File: src/rtl/encrypt_cipher_pkg.sv
// Shared types, constants and mod-26 helpers for the rotate-cipher pipeline stage.
package encrypt_cipher_pkg;

    localparam int ALPHA_N    = 26;
    localparam int UPPER_BASE = 65;
    localparam int LOWER_BASE = 97;

    typedef logic [4:0] alpha_idx_t;

    typedef enum logic {
        DECRYPT = 1'b0,
        ENCRYPT = 1'b1
    } cipher_mode_e;

    typedef enum logic [1:0] {
        CLS_OTHER = 2'd0,
        CLS_UPPER = 2'd1,
        CLS_LOWER = 2'd2
    } char_class_e;

    // Both operands are already in 0..25, so one conditional correction is enough.
    function automatic alpha_idx_t mod26_add(input alpha_idx_t idx,
                                             input alpha_idx_t key,
                                             input cipher_mode_e mode);
        logic [5:0] r;
        if (mode == ENCRYPT) begin
            r = {1'b0, idx} + {1'b0, key};
            if (r >= 6'(ALPHA_N)) begin
                r = r - 6'(ALPHA_N);
            end
        end else begin
            r = {1'b0, idx} - {1'b0, key};
            if (r[5]) begin
                r = r + 6'(ALPHA_N);
            end
        end
        return r[4:0];
    endfunction

    function automatic alpha_idx_t mod26_wrap(input logic [5:0] value);
        logic [5:0] r;
        r = value;
        if (r >= 6'(ALPHA_N)) begin
            r = r - 6'(ALPHA_N);
        end
        return r[4:0];
    endfunction

    function automatic logic [6:0] base_of(input char_class_e cls);
        return (cls == CLS_LOWER) ? 7'(LOWER_BASE) : 7'(UPPER_BASE);
    endfunction

endpackage

File: src/rtl/encrypt_rolling_key.sv
// Key register for the rotate cipher: load from config has priority over stepping.
module encrypt_rolling_key
    import encrypt_cipher_pkg::*;
#(
    parameter int SHIFT_W  = 5,
    parameter int STEP_INC = 1
) (
    input  logic               clk,
    input  logic               rst,
    input  logic               cfg_load,
    input  logic [SHIFT_W-1:0] cfg_shift,
    input  logic               step,
    output alpha_idx_t         key
);

    logic [5:0] load_raw;
    logic [5:0] step_raw;

    // cfg_shift is at most 31 and key+STEP_INC at most 50, so a single wrap suffices.
    assign load_raw = 6'(cfg_shift);
    assign step_raw = {1'b0, key} + 6'(STEP_INC);

    always_ff @(posedge clk or posedge rst) begin
        if (rst) begin
            key <= '0;
        end else if (cfg_load) begin
            key <= mod26_wrap(load_raw);
        end else if (step) begin
            key <= mod26_wrap(step_raw);
        end
    end

endmodule

File: src/rtl/encrypt_pipe_rotate_cipher.sv
// Three-stage Caesar/rolling-key rotation of ASCII letters with valid/ready backpressure.
module encrypt_pipe_rotate_cipher
    import encrypt_cipher_pkg::*;
#(
    parameter int DATA_W   = 8,
    parameter int SHIFT_W  = 5,
    parameter int STEP_INC = 1
) (
    input  logic               clk,
    input  logic               rst,
    input  logic               cfg_load,
    input  logic [SHIFT_W-1:0] cfg_shift,
    input  logic               cfg_mode,
    input  logic               cfg_step_en,
    input  logic               in_valid,
    output logic               in_ready,
    input  logic [DATA_W-1:0]  in_data,
    output logic               out_valid,
    input  logic               out_ready,
    output logic [DATA_W-1:0]  out_data,
    output logic               out_is_alpha,
    output logic [4:0]         key_cur
);

    logic        adv;
    logic        accept;
    logic        in_letter;
    logic        step;
    char_class_e in_cls;
    alpha_idx_t  in_idx;

    logic              s1_valid;
    logic [DATA_W-1:0] s1_data;
    char_class_e       s1_cls;
    alpha_idx_t        s1_idx;
    cipher_mode_e      s1_mode;
    alpha_idx_t        s1_key;

    logic              s2_valid;
    logic [DATA_W-1:0] s2_data;
    char_class_e       s2_cls;
    alpha_idx_t        s2_r;

    // Whole-word compares so any bit above [6:0] makes the character non-alpha.
    always_comb begin
        in_cls = CLS_OTHER;
        in_idx = '0;
        if (in_data >= DATA_W'(UPPER_BASE) && in_data <= DATA_W'(UPPER_BASE + ALPHA_N - 1)) begin
            in_cls = CLS_UPPER;
            in_idx = alpha_idx_t'(in_data[6:0] - 7'(UPPER_BASE));
        end else if (in_data >= DATA_W'(LOWER_BASE) && in_data <= DATA_W'(LOWER_BASE + ALPHA_N - 1)) begin
            in_cls = CLS_LOWER;
            in_idx = alpha_idx_t'(in_data[6:0] - 7'(LOWER_BASE));
        end
    end

    assign in_letter = (in_cls != CLS_OTHER);
    assign adv       = !(out_valid && !out_ready);
    assign in_ready  = adv;
    assign accept    = in_valid && adv;
    assign step      = accept && in_letter && cfg_step_en;

    encrypt_rolling_key #(
        .SHIFT_W  (SHIFT_W),
        .STEP_INC (STEP_INC)
    ) u_key (
        .clk       (clk),
        .rst       (rst),
        .cfg_load  (cfg_load),
        .cfg_shift (cfg_shift),
        .step      (step),
        .key       (key_cur)
    );

    // The accepted character captures the key as it stands, before any same-cycle load.
    always_ff @(posedge clk or posedge rst) begin
        if (rst) begin
            s1_valid <= 1'b0;
            s1_data  <= '0;
            s1_cls   <= CLS_OTHER;
            s1_idx   <= '0;
            s1_mode  <= DECRYPT;
            s1_key   <= '0;
        end else if (adv) begin
            s1_valid <= accept;
            if (accept) begin
                s1_data <= in_data;
                s1_cls  <= in_cls;
                s1_idx  <= in_idx;
                s1_mode <= cipher_mode_e'(cfg_mode);
                s1_key  <= key_cur;
            end
        end
    end

    always_ff @(posedge clk or posedge rst) begin
        if (rst) begin
            s2_valid <= 1'b0;
            s2_data  <= '0;
            s2_cls   <= CLS_OTHER;
            s2_r     <= '0;
        end else if (adv) begin
            s2_valid <= s1_valid;
            if (s1_valid) begin
                s2_data <= s1_data;
                s2_cls  <= s1_cls;
                s2_r    <= mod26_add(s1_idx, s1_key, s1_mode);
            end
        end
    end

    always_ff @(posedge clk or posedge rst) begin
        if (rst) begin
            out_valid    <= 1'b0;
            out_data     <= '0;
            out_is_alpha <= 1'b0;
        end else if (adv) begin
            out_valid <= s2_valid;
            if (s2_valid) begin
                out_is_alpha <= (s2_cls != CLS_OTHER);
                out_data     <= (s2_cls == CLS_OTHER) ? s2_data
                                                      : DATA_W'(base_of(s2_cls) + 7'(s2_r));
            end
        end
    end

endmodule

File: config.mk
export PLATFORM = sky130hd
export DESIGN_NAME = encrypt_pipe_rotate_cipher
export DESIGN_NICKNAME = d
export VERILOG_FILES = /design/src/rtl/encrypt_cipher_pkg.sv /design/src/rtl/encrypt_rolling_key.sv /design/src/rtl/encrypt_pipe_rotate_cipher.sv
export SDC_FILE = /design/constraint.sdc
export NUM_CORES = 1
export LEC_CHECK = 0
export CAP_MARGIN = 20
export CORE_ASPECT_RATIO = 2
export CORE_UTILIZATION = 52
export CTS_CLUSTER_DIAMETER = 150
export CTS_CLUSTER_SIZE = 28
export DETAILED_ROUTE_END_ITERATION = 10
export MAX_ROUTING_LAYER = met4
export PLACE_DENSITY_LB_ADDON = 0.25
export SKIP_LAST_GASP = 1
export SYNTH_ARGS = -nofsm -noshare
export SYNTH_HDL_FRONTEND = slang
export SYNTH_SLANG_ARGS = --single-unit
File: constraint.sdc
create_clock -name clk -period 2.4 [get_ports clk]
set_clock_uncertainty 0.15 [all_clocks]
set_input_delay 0.48 -clock clk [delete_from_list [all_inputs] [get_ports clk]]
set_output_delay 0.48 -clock clk [all_outputs]
set_load 0.01 [all_outputs]
==> results by stage, run 1 <==
Power:
- The share of total power dissipated in the clock network is 18.8%.
- The maximum resistive drop on vdd is 0.000474 V.
- The part of the total power dissipated in sequential elements is 36.1%.
- The internal power summed over all cells is 2.38 mW.
- Combinational logic is responsible for between 40% and 50% of the overall power.
- In this run the static leakage power is 1.93 nW.
- In this run the power density over the cells is approximately 900 nW/um^2.
- The switching part of the total power is 37.7%.
- The switching power summed over all nets is 1.44 mW.
- The design draws 3.83 mW.

STA:
- The post-route setup TNS is 0 ns.
- The number of hold violations in the final report is 0.
- The normalized max-slew margin is about half.
- The actual transition at the worst max-transition pin is 0.721 ns.
- The achievable clock frequency is 0.421 GHz.
- The number of setup violations in the final report is 0.
- The final period demand of the worst path is 2.38 ns.
- The max-slew violation count is 0.
- The final critical path takes up slightly below 100% of the cycle.
- Setup repair after global routing could not meet its margin everywhere.

Worst setup path:
- The number of cells on the worst reg-to-reg path is 7.
- Walking the worst path, the cells encountered are ha_1 -> nor2_2 -> a221oi_4 -> xor2_2 -> a31oi_4 -> mux2i_1 -> a221o_1.
- The critical path ends at s2_r[2].
- The cell with the largest stage delay on the worst path is sky130_fd_sc_hd__dfrtp_2.
- The endpoint identified for the worst register-to-register timing path is s2_r[2].
- The worst setup path is captured at a flop.
- For the worst setup path, the data arrival time is approximately 2.4 ns.
- The data required time of the critical path is 2.42 ns.
- The setup path with the least slack is of type flop to flop.
- The setup slack of the worst register-to-register path is 0.02 ns.
- The critical path crosses 7 cells after its start point.
- The critical path contains buffers and inverters numbering 0 combined.
- The top fanout value on the critical path is 5.
- Among cell families on the critical path, the largest total delay comes from compound AO/OA/AOI/OAI gates.
- The worst setup path is launched from a flop.
- In this run the critical register-to-register path is launched from s1_idx[1].
- The timing startpoint of the critical path is s1_idx[1].
- In this design, the stage delay of the slowest critical-path cell is approximately 0.47 ns.

Place:
- Including well taps, the total number of placed cells is 510.
- The post-placement cell area is 4040 sq um.
- Routability-driven placement finished with a final weighted congestion of between 0.8 and 0.9.
- Detailed placement ended at an HPWL of 6380 um.
- Input and output buffers added on the ports amount to 35.

Run status:
- The run finished with clean final reports.

Layout:
- The filler cell count is 506.
- The utilization of the core after routing is 67.5%.
- The finished layout holds 520 standard cells, fillers aside.
- The area added between synthesis and finish is 25.6%.
- Once layout is done, the placed cells without fillers occupy 4260 sq um.
- Cells with a size suffix above 1 make up 18.7% of the layout.
- The antenna diode count is 0.
- The net count reported at finish is approximately 480.

Clock tree:
- The number of buffers between clock root and the deepest sink is 2.
- The clock latency of the later-clocked register in the worst-skew pair is 0.29 ns.
- The number of buffers added by the clock tree synthesis step is 5.
- The H-tree generated during clock tree synthesis spans 2 levels.
- The root buffer cell is sky130_fd_sc_hd__clkbuf_16.
- Clock-pin slew was measured on the worst setup and hold paths at 0.07 ns.
- The clock net sink count is 53.
- The CTS tree is built.

Global route:
- The initial antenna violation count came to 0.
- The global-route wire length before repair is 13400 um.
- The pin count of the biggest net entering global routing is 54.
- The total grt overflow is 0.
- The number of global-route vias before repair is 3032.
- The global router's overall resource usage is 26.9%.

Drt:
- The number of design-rule violations left by the first detailed-router iteration is around 130.
- The average wire per standard cell is 15.8 um.
- The remaining antenna violation count after routing is 0.
- The number of vias after detailed routing is about 3000.
- The first TritonRoute pass finished after 4 iterations.
- The via density per instance is approximately 5.7.
- The total DRC errors in the routed layout is 0.
- After detailed routing, the total wire length is 8240 um.

Logic synthesis:
- sky130_fd_sc_hd__nand2_1 is the most common cell in the netlist.
- Counting flops and latches in the post-synthesis netlist gives 53.
- Counting flops with a built-in enable in the synthesized netlist gives 0.
- Counting every net in the synthesized netlist gives 415.
- A synthesized cell averages approximately 9.1 sq um.
- The proportion of synthesized flip-flops having asynchronous set or reset is 100%.
- The sequential element share of the synthesized area is 39.1%.
- The biggest area contributor in the post-synthesis netlist is sky130_fd_sc_hd__dfrtp_1.
- Yosys printed 0 warnings.
- By count the netlist is led by sky130_fd_sc_hd__nand2_1, sky130_fd_sc_hd__dfrtp_1, sky130_fd_sc_hd__o21ai_0.
- The most used flip-flop cell after synthesis is sky130_fd_sc_hd__dfrtp_1.
- The top cell type by area accounts for 39.1% of the synthesized area.
- The post-synthesis cell count is 373.
- Summing every instance area after synthesis gives 3390 sq um.
- The number of different library cells used by synthesis comes to 65.
- In the post-synthesis netlist, the biggest area contributors are sky130_fd_sc_hd__dfrtp_1, sky130_fd_sc_hd__ha_1, sky130_fd_sc_hd__nand2_1.

Floorplanning:
- The die covers 6870 sq um.
- From left edge to right edge, the die measures 59.1 um.
- The number of top-level design ports is 36.
- The total area inside the core boundary comes to 6310 sq um.
- The initialized floorplan defines 41 standard-cell rows.
- The die boundary height is 116 um.
- Once the floorplan was initialized, standard cells occupied between 50% and 60% of the core.

Hold path:
- The class of the tightest hold or removal check is flop to flop.

Job:
- The max-cap violation count is 0.
[layout by cell type (no fill, tap or decap), types with 4 or more instances in the layout]
cell type | synthesis | routed
sky130_fd_sc_hd__xor2_1 | 6 | 5
sky130_fd_sc_hd__nand2b_1 | 5 | 5
sky130_fd_sc_hd__o211ai_1 | 4 | 4
sky130_fd_sc_hd__nand2_1 | 64 | 64
sky130_fd_sc_hd__buf_4 | 2 | 36
sky130_fd_sc_hd__nor2_1 | 19 | 19
sky130_fd_sc_hd__ha_1 | 20 | 15
sky130_fd_sc_hd__xnor2_1 | 13 | 13
sky130_fd_sc_hd__o21ai_0 | 33 | 33
sky130_fd_sc_hd__clkdlybuf4s50_1 | 0 | 33
sky130_fd_sc_hd__inv_1 | 23 | 21
sky130_fd_sc_hd__dfrtp_1 | 53 | 51
sky130_fd_sc_hd__a21oi_1 | 16 | 16
sky130_fd_sc_hd__nand3_1 | 7 | 7
sky130_fd_sc_hd__mux2i_1 | 5 | 5
sky130_fd_sc_hd__nor2b_1 | 7 | 7
sky130_fd_sc_hd__nor4_1 | 5 | 4
sky130_fd_sc_hd__ha_2 | 0 | 4
sky130_fd_sc_hd__mux2_2 | 8 | 8
sky130_fd_sc_hd__clkbuf_16 | 0 | 5
[routing by layer]
metal | track usage, % | wire length, um
met3 | 2.99 | 182
met4 | 16.8 | 446
met1 | 22.7 | 2670
met2 | 52.7 | 4940
met5 | - | 0
[power groups by stage]
stage	registers, mW	clock network [mW]	logic, mW
2_1_floorplan	1.36	0	1.09
3_3_place_gp	1.38	0	1.61
3_5_place_dp	1.40	0	1.67
4_1_cts	1.38	0.725	1.70
5_1_grt	1.41	0.762	1.93
6_report	1.38	0.718	1.73
[layout make-up]
class                      instances  area (sq um)  share of cell area [%]
multi-input combinational        277          1950                    45.7
inverter                          24          90.1                    2.11
clock buffer                       5           125                    2.94
sequential                        53          1330                    31.2
tap                               86           108                    2.52
clock inverter                     3          25.0                   0.587
timing repair buffer              72           638                    15.0
[sequential cells by signal (all words and copies together), names as in the netlist]
signal	count
out_data	8
s1_data	8
s2_data	8
s1_idx	5
s1_key	5
s2_r	5
u_key.key	5
s1_cls	2
s2_cls	2
out_is_alpha	1
out_valid	1
s1_mode	1
s1_valid	1
s2_valid	1
[per-stage QoR]
step,hold slack [ns],setup WS [ns]
2_1_floorplan,0.283,0.0529
3_3_place_gp,0.295,-0.358
3_5_place_dp,0.302,-0.430
4_1_cts,0.313,-0.00942
5_1_grt,0.335,-0.0511
6_report,0.312,0.0224
[worst register-to-register path, cell delays in order, from the launching register on]
cell                       delay (ns)
sky130_fd_sc_hd__dfrtp_2         0.47
sky130_fd_sc_hd__ha_1            0.37
sky130_fd_sc_hd__nor2_2          0.07
sky130_fd_sc_hd__a221oi_4        0.36
sky130_fd_sc_hd__xor2_2          0.26
sky130_fd_sc_hd__a31oi_4         0.13
sky130_fd_sc_hd__mux2i_1         0.14
sky130_fd_sc_hd__a221o_1         0.32
[logic make-up (layout without fill, tap and decap cells)]
group | count (synthesis) | count (layout) | share of synthesized area (%)
xor gates and xnor gates | 20 | 20 | 5.39
DFF | 53 | 53 | 39.1
adders and majority gates | 22 | 22 | 8.56
buffers and inverters | 43 | 104 | 5.31
AOI/OAI and AO/OA | 89 | 89 | 18.3
muxes | 13 | 13 | 4.13
and+or+nand+nor | 133 | 133 | 19.3
[how the worst min path moves through the flow]
stage               start          to  cells after the start
2_1_floorplan  s1_data[3]  s2_data[3]                      2
6_report       s1_data[6]  s2_data[6]                      2
5_1_grt        s1_data[6]  s2_data[6]                      2
3_3_place_gp   s1_data[5]  s2_data[5]                      2
4_1_cts        s1_data[6]  s2_data[6]                      2
3_5_place_dp   s1_data[6]  s2_data[6]                      2
[repair_timing]
action	CTS	global route
setup endpoints to repair	7	5
gates cloned	0	0
hold buffers	0	0
pin swaps	6	3
gates resized for setup	10	9
setup buffers	2	0
(Power assumes the default switching activity.)
==> inputs of run 2 (changes only) <==
Settings changed: CORE_UTILIZATION 52 to 51, SYNTH_HIERARCHICAL set to 1.
==> results by stage, run 2 <==
Global route:
- The number of global-route vias before repair is 2928.
- Entering global routing, the biggest net connects 28 pins.
- The initial antenna violation count is 0.
- The total grt overflow is 0.
- The global-route wire length before repair is 12700 um.
- The global router's overall resource usage is 26.0%.

Logic synthesis:
- The area of the mapped netlist is 3290 sq um.
- Ranked by instance count, the synthesized netlist is headed by sky130_fd_sc_hd__nand2_1, sky130_fd_sc_hd__dfrtp_1, sky130_fd_sc_hd__inv_1.
- The sequential element share of the synthesized area is around two fifths.
- The post-synthesis cell type with the largest combined area is sky130_fd_sc_hd__dfrtp_1.
- By instance count, the leading cell after synthesis is sky130_fd_sc_hd__nand2_1.
- The most used flip-flop cell after synthesis is sky130_fd_sc_hd__dfrtp_1.
- Of the post-synthesis cell area, the dominant cell type holds 40.3%.
- The total of flip-flops plus latches after synthesis is between 50 and 60.
- The synthesized area divided by synthesized cell count is 8.99 sq um.
- The number of enable-type register cells in the synthesized netlist is 0.
- The post-synthesis cell count is 366.
- Sorting the synthesized cells by area gives the leading types as sky130_fd_sc_hd__dfrtp_1, sky130_fd_sc_hd__nand2_1, sky130_fd_sc_hd__ha_1.
- The number of different library cells in the post-synthesis netlist is 57.
- The Yosys step of the flow raised 6 warnings.
- When the netlist entered floorplanning its net count stood at 407.
- The proportion of synthesized flip-flops having asynchronous set or reset is 100%.

Power:
- The analysis attributes to cell leakage a power of between 1.5 and 2 nW.
- The completed layout was analyzed and its total power is roughly 3.8 mW.
- The maximum resistive drop on vdd is 0.000418 V.
- The power per cell area is 899 nW/um^2.

Run status:
- The run finished, with violations left.
- The final reports fail on setup timing.

STA:
- The normalized max-slew margin is 54.0%.
- Dividing the final minimum period by the clock period gives 101%.
- The number of hold violations in the final report was 0.
- The final setup slack of the worst path is -0.0250 ns.
- The max-slew violation count is 0.
- The achievable clock frequency is 0.412 GHz.
- Subtracting the final worst setup slack from the clock period gives ~2.4 ns.
- For the pin with the worst max-slew slack, the measured transition is 0.687 ns.
- Setup repair after global routing could not meet its margin everywhere.
- Final hold analysis gives a worst-case slack of 0.290 ns.
- The number of setup violations in the final report is 2.

Worst setup path:
- The setup slack of the worst register-to-register path is -0.02 ns.
- The critical path goes through ha_2 -> fa_2 -> o21bai_1 -> a221oi_2 -> nand3_1 -> nor4b_4 -> a211o_1.
- Of all nets on the critical path, the largest fanout is 3.
- STA classifies the critical path startpoint as a flop.
- The worst flop-to-flop path endpoint is s2_r[2].
- At the worst endpoint, the arrival time is roughly 2.5 ns.
- The data required time of the critical path is 2.42 ns.
- The critical path in this run is classified as flop to flop.
- STA classifies the critical path endpoint as a flop.
- Counting cells, the worst reg-to-reg path comes to 7.
- The startpoint identified for the worst register-to-register timing path is s1_key[0].
- For this design, the slowest cell found on the critical path is sky130_fd_sc_hd__fa_2.
- The highest cell delay on the worst timing path is 0.57 ns.

Drt:
- In this run, the number of DRC markers left after iteration 0 of detailed routing was 118.
- Summing over every cut layer, the via total after detailed routing is 2860.
- Dividing the detail-routed wire length by the instance count gives roughly 16 um.
- The detail route stage leaves a number of antenna-violating nets equal to 0.
- The first detailed-routing pass took 4 iterations.
- The via density per instance is between 5 and 6.
- The total DRC errors in the routed layout is 0.
- Wires add up to 8080 um.

Floorplanning:
- The floorplan die area is 6790 sq um.
- After floorplanning, the core was sized to cover 6260 sq um.
- For this configuration, the core starts out at a cell density of 52.6%.
- The row count is 41.
- The number of top-level design ports is 36.
- The die is between 50 and 60 um wide.
- The die boundary height is ~120 um.

Clock tree:
- The clock input transition at the sequential cells of the worst setup and hold paths is 0.07 ns.
- Hold repair after CTS inserted 0 buffers.
- TritonCTS built the clock tree.
- The number of buffers added by the clock tree synthesis step is 5.
- The number of buffers between clock root and the deepest sink is 2.
- The clock latency of the later-clocked register in the worst-skew pair is 0.30 ns.
- The root buffer cell is sky130_fd_sc_hd__clkbuf_16.
- The CTS H-tree depth is 2.
- For this design, the sink count on the clock tree is 53.

Hold path:
- The min-delay analysis places its worst path in the category primary input to asynchronous set/reset pin.

Layout:
- Relative to the synthesized area, the layout overhead comes to 29.1%.
- The post-route netlist has between 20% and 30% of its cells at a drive strength greater than 1.
- In the layout the commonest cells are sky130_fd_sc_hd__nand2_1, sky130_fd_sc_hd__dfrtp_1, sky130_fd_sc_hd__buf_4.
- The antenna diode count is 0.
- The library cell used most frequently in the layout, excluding fill and tap cells, is sky130_fd_sc_hd__nand2_1.
- For this run, the post-layout net count is 474.
- The largest registers in the layout are out_data: 8 flops, s1_data: 8 flops, s2_data: 8 flops.
- The filler cells instantiated in the layout total 516.

Place:
- The count of input and output buffers is 35.
- The final weighted congestion of routability-driven global placement is 0.890.
- The detailed placer's ending HPWL is roughly 6200 um.
- Before CTS, the worst setup slack after placement is -0.546 ns.

Job:
- Across the run, the number of max-cap violations was 0.
==> run 2: cell types whose count changed in the layout (fill, tap and decap cells not counted), sizes merged, moves of 3 or more <==
cell           delta
o31ai             +5
nor2b             -5
o21ai             -8
mux2              +3
nor2              +4
clkinv            +3
buf               +3
clkdlybuf4s50     -3
nor4              -5
a21oi             +3
==> run 2: cells by family after synthesis <==
kind of cell	synth area share (%)
simple gates	18.5
flops	40.3
xor+xnor	5.06
compound gates	17.3
mux	4.68
buf+inv	5.71
fa+ha+maj	8.44
==> run 2: critical path, delay by kind of cell (launching register included) <==
family / cells / cell delay [ns]
and+or+nand+nor: 2 / 0.35
adders and majority gates: 2 / 0.77
DFF: 1 / 0.39
AOI/OAI and AO/OA: 3 / 0.65
==> run 2: worst max path at each step <==
stage | from | end | slack [ns] | depth (start not counted)
5_1_grt | s1_idx[0] | s2_r[2] | -0.12 | 7
2_1_floorplan | in_data[0] | u_key/key[1] | 0.003 | 10
4_1_cts | s1_key[0] | s2_r[2] | -0.05 | 7
6_report | s1_key[0] | s2_r[2] | -0.02 | 7
3_5_place_dp | in_data[1] | u_key/key[1] | -0.55 | 11
3_3_place_gp | in_data[1] | u_key/key[1] | -0.48 | 11
==> run 2: area by class of cell <==
class / count / area, sq um / share of cell area [%]
clock inverter: 3 / 22.5 / 0.531
tap: 86 / 108 / 2.53
inverter: 27 / 101 / 2.39
timing repair buffer: 75 / 669 / 15.8
sequential: 53 / 1330 / 31.2
clock buffer: 5 / 125 / 2.95
multi-input combinational: 271 / 1890 / 44.6
==> run 2: timing repair <==
item / CTS / global route
setup buffers: 2 / 3
pin swaps: 10 / 5
gates resized for setup: 18 / 15
cloned: 1 / 0
endpoints found under the setup margin: 9 / 9
==> run 2: per-stage QoR <==
stage	cells	setup TNS [ns]	area (sq um)	utilization (%)
floorplan	366	0	3290	-
global placement	506	-2.15	3930	62.8
detailed placement	506	-2.61	3930	62.8
CTS	517	-0.101	4140	66.2
global route	520	-0.446	4250	67.8
finish	520	-0.0411	4250	67.8
==> run 2: power breakdown <==
group	leakage (nW)	switching [mW]	internal (mW)
combinational	1.20	0.879	0.823
clock	0.0738	0.332	0.389
sequential	0.663	0.225	1.17
==> run 2: per-layer routing <==
metal  vias to the layer above  share of wire, %  global-route usage (%)
li1                       1387                 -                       -
met1                      1356                32                    21.1
met2                        84                60                    49.9
met3                        33               2.3                    3.79
met4                         0               6.3                    18.4
met5                         -                 0                       -
==> inputs of run 3 (changes only) <==
--- a/config.mk
+++ b/config.mk
@@ -9,3 +9,3 @@
 export CORE_ASPECT_RATIO = 2
-export CORE_UTILIZATION = 51
+export CORE_UTILIZATION = 57
 export CTS_CLUSTER_DIAMETER = 150
==> constraint.sdc (replaced) <==
create_clock -name clk -period 2.3 [get_ports clk]
set_clock_uncertainty 0.15 [all_clocks]
set_input_delay 0.345 -clock clk [delete_from_list [all_inputs] [get_ports clk]]
set_output_delay 0.345 -clock clk [all_outputs]
set_load 0.01 [all_outputs]
==> results by stage, run 3 (synthesized netlist as in run 2, its figures left out) <==
Floorplanning:
- The row count is 38.
- Once the floorplan was initialized, standard cells occupied 60.2% of the core.
- The core area is 5470 sq um.
- The die boundary height is ~110 um.
- The floorplan die area is just over 6000 sq um.
- The chip width is 55.7 um.
- 36 I/O pins were placed.

Power:
- The combinational share of power is 47.7%.
- The analysis attributes to cell leakage a power of between 1.5 and 2 nW.
- The internal power summed over all cells is 2.35 mW.
- The switching part of the total power is between 30% and 40%.
- The part of the total power dissipated in sequential elements is around 38%.
- The switching power summed over all nets is 1.52 mW.
- Dividing total power by cell area gives a power density of 922 nW/um^2.
- Of the total power, the clock network draws approximately 15%.
- VDD sags by at most 0.000881 V.

STA:
- Across all hold checks on the routed design, the worst slack comes to 0.138 ns.
- The actual transition at the worst max-transition pin is 0.606 ns.
- After layout, the worst setup slack is -0.199 ns.
- The worst path in the final design needs a cycle of around 2.5 ns, including I/O delays and setup.
- Static timing analysis puts the maximum clock frequency at roughly 0.40 GHz.
- The post-route setup TNS is -0.712 ns.
- The final critical path takes up 109% of the cycle.
- The number of hold violations in the final report is 0.
- The max-slew violation count is 0.
- In this run the tightest slew margin relative to its limit is roughly three fifths.
- Setup violations remaining at the end of the flow were counted as 4.
- Setup repair after global routing could not meet its margin everywhere.

Worst setup path:
- The class of the most critical setup path is flop to flop.
- The data required time of the critical path is 2.34 ns.
- At the worst endpoint, the arrival time is 2.54 ns.
- The worst setup path is launched from a flop.
- The top fanout value on the critical path is 3.
- STA classifies the critical path endpoint as a flop.

Place:
- The final weighted congestion of routability-driven global placement is 0.844.
- The post-placement cell area is 3960 sq um.
- The count of input and output buffers is 35.
- After detailed placement, the design holds a cell count of 489.
- The minimum setup slack after placement is -0.723 ns.
- The detailed placer's ending HPWL is roughly 6300 um.

Layout:
- The number of antenna diodes in the final layout is 0.
- The area added between synthesis and finish is 27.6%.
- The top cell types in the final layout, fill and taps aside, are sky130_fd_sc_hd__nand2_1, sky130_fd_sc_hd__dfrtp_1, sky130_fd_sc_hd__buf_4.
- In the final layout, flip-flops and latches occupy approximately 1300 sq um.
- The multi-input gate area in the final layout is 1880 sq um.
- In the final layout, the registers with the most flip-flops are out_data: 8 flops, s1_data: 8 flops, s2_data: 8 flops.
- The ratio of cells with drive above 1 in the final layout is 21.3%.
- The post-layout instance count excluding filler cells is 502.
- The final design area excluding fillers is between 4000 and 5000 sq um.
- After the last flow step, the layout net total stands at 482.
- After filler insertion, the fill cell instance count of the layout stands at 378.
- The library cell used most frequently in the layout, excluding fill and tap cells, is sky130_fd_sc_hd__nand2_1.

Global route:
- The first global-routing pass estimated 13500 um of wire.
- The global router's overall resource usage is 29.8%.
- The total overflow left after global routing is 0.
- The number of global-route vias before repair is 3016.
- The initial antenna violation count is 0.
- The pin count of the biggest net entering global routing is 49.

Clock tree:
- At the later pin of the worst-skew pair, clock insertion delay measures 0.32 ns.
- The root buffer cell chosen for the clock tree is sky130_fd_sc_hd__clkbuf_8.
- The CTS tree is built.
- The clock net sink count is 53.
- Clock-pin slew was measured on the worst setup and hold paths at 0.11 ns.
- No sink is reached through more buffers than the 2 on the longest clock path.
- The CTS H-tree depth is 2.
- The hold-fix buffer count after cts is 0.
- The number of buffers added by the clock tree synthesis step is 5.

Hold path:
- The worst hold path belongs to the class primary input to asynchronous set/reset pin.

Job:
- Across the run, the number of max-cap violations was 0.

Drt:
- The number of design-rule violations left by the first detailed-router iteration is roughly 110.
- The routed wire length is roughly 8300 um.
- The number of vias after detailed routing is 2913.
- In the routed layout, each cell is associated on average with a via count of 5.80.
- In the routed design, unresolved DRC markers number 0.
- The remaining antenna violation count after routing is 0.
- The average wire per standard cell is roughly 17 um.
- The first detailed-routing pass ran for 4 iterations.

Run status:
- The checks that failed: setup timing.
- The flow ran to the end, but the final reports show violations.
## run 3: metrics by stage
stage               util (%)  power (mW)
detailed placement      72.4        3.20
finish                  76.8        3.87
global placement        72.4        3.13
CTS                     74.7        3.78
floorplan                  -        2.55
global route            76.8        4.14
## run 3: final cells by class
| cell class | count | area share, % |
|---|---|---|
| Tap cell | 60 | 1.79 |
| Sequential cell | 53 | 31.6 |
| Clock inverter | 3 | 0.626 |
| Timing Repair Buffer | 83 | 17.2 |
| Clock buffer | 5 | 1.64 |
| Inverter | 27 | 2.42 |
| Multi-Input combinational cell | 271 | 44.7 |
## run 3: path summary, 6_finish.rpt
path,endpoint,start,cells after the start,slack [ns]
worst max-delay path,s2_r[4],s1_idx[0],8,-0.20
worst max register to register,s2_r[4],s1_idx[0],8,-0.20
max in group asynchronous,s2_r[1],rst,3,1.20
min in group clk,s1_data[0],in_data[0],3,0.32
worst min-delay path,u_key/key[0],rst,2,0.14
worst min register to register,s2_data[7],s1_data[7],2,0.33
## run 3: per-layer routing
layer	GRT usage, %	share of wire (%)	wire length (um)
met1	25.2	33	2740
met2	60.2	60	4990
met3	4.35	3.0	247
met4	16.1	4.1	337
met5	-	0	0
## run 3: critical path: stages, from the launching register on
cell,delay (ns)
sky130_fd_sc_hd__dfrtp_1,0.43
sky130_fd_sc_hd__ha_2,0.21
sky130_fd_sc_hd__fa_2,0.57
sky130_fd_sc_hd__o21bai_1,0.10
sky130_fd_sc_hd__a221oi_2,0.30
sky130_fd_sc_hd__buf_4,0.16
sky130_fd_sc_hd__a21boi_0,0.08
sky130_fd_sc_hd__a211oi_1,0.31
sky130_fd_sc_hd__a211oi_2,0.05
## run 3: power groups by stage
stage / clock (mW) / combinational (mW) / sequential [mW]
after detailed placement: 0 / 1.73 / 1.47
after global placement: 0 / 1.68 / 1.45
after floorplan: 0 / 1.11 / 1.44
after global routing: 0.610 / 2.03 / 1.49
final: 0.571 / 1.85 / 1.45
after CTS: 0.575 / 1.75 / 1.45
## run 3: repair_timing
action | CTS | global route
cloned | 0 | 0
setup buffers | 1 | 5
gates resized for setup | 10 | 20
pin swaps | 6 | 18
endpoints found under the setup margin | 9 | 7
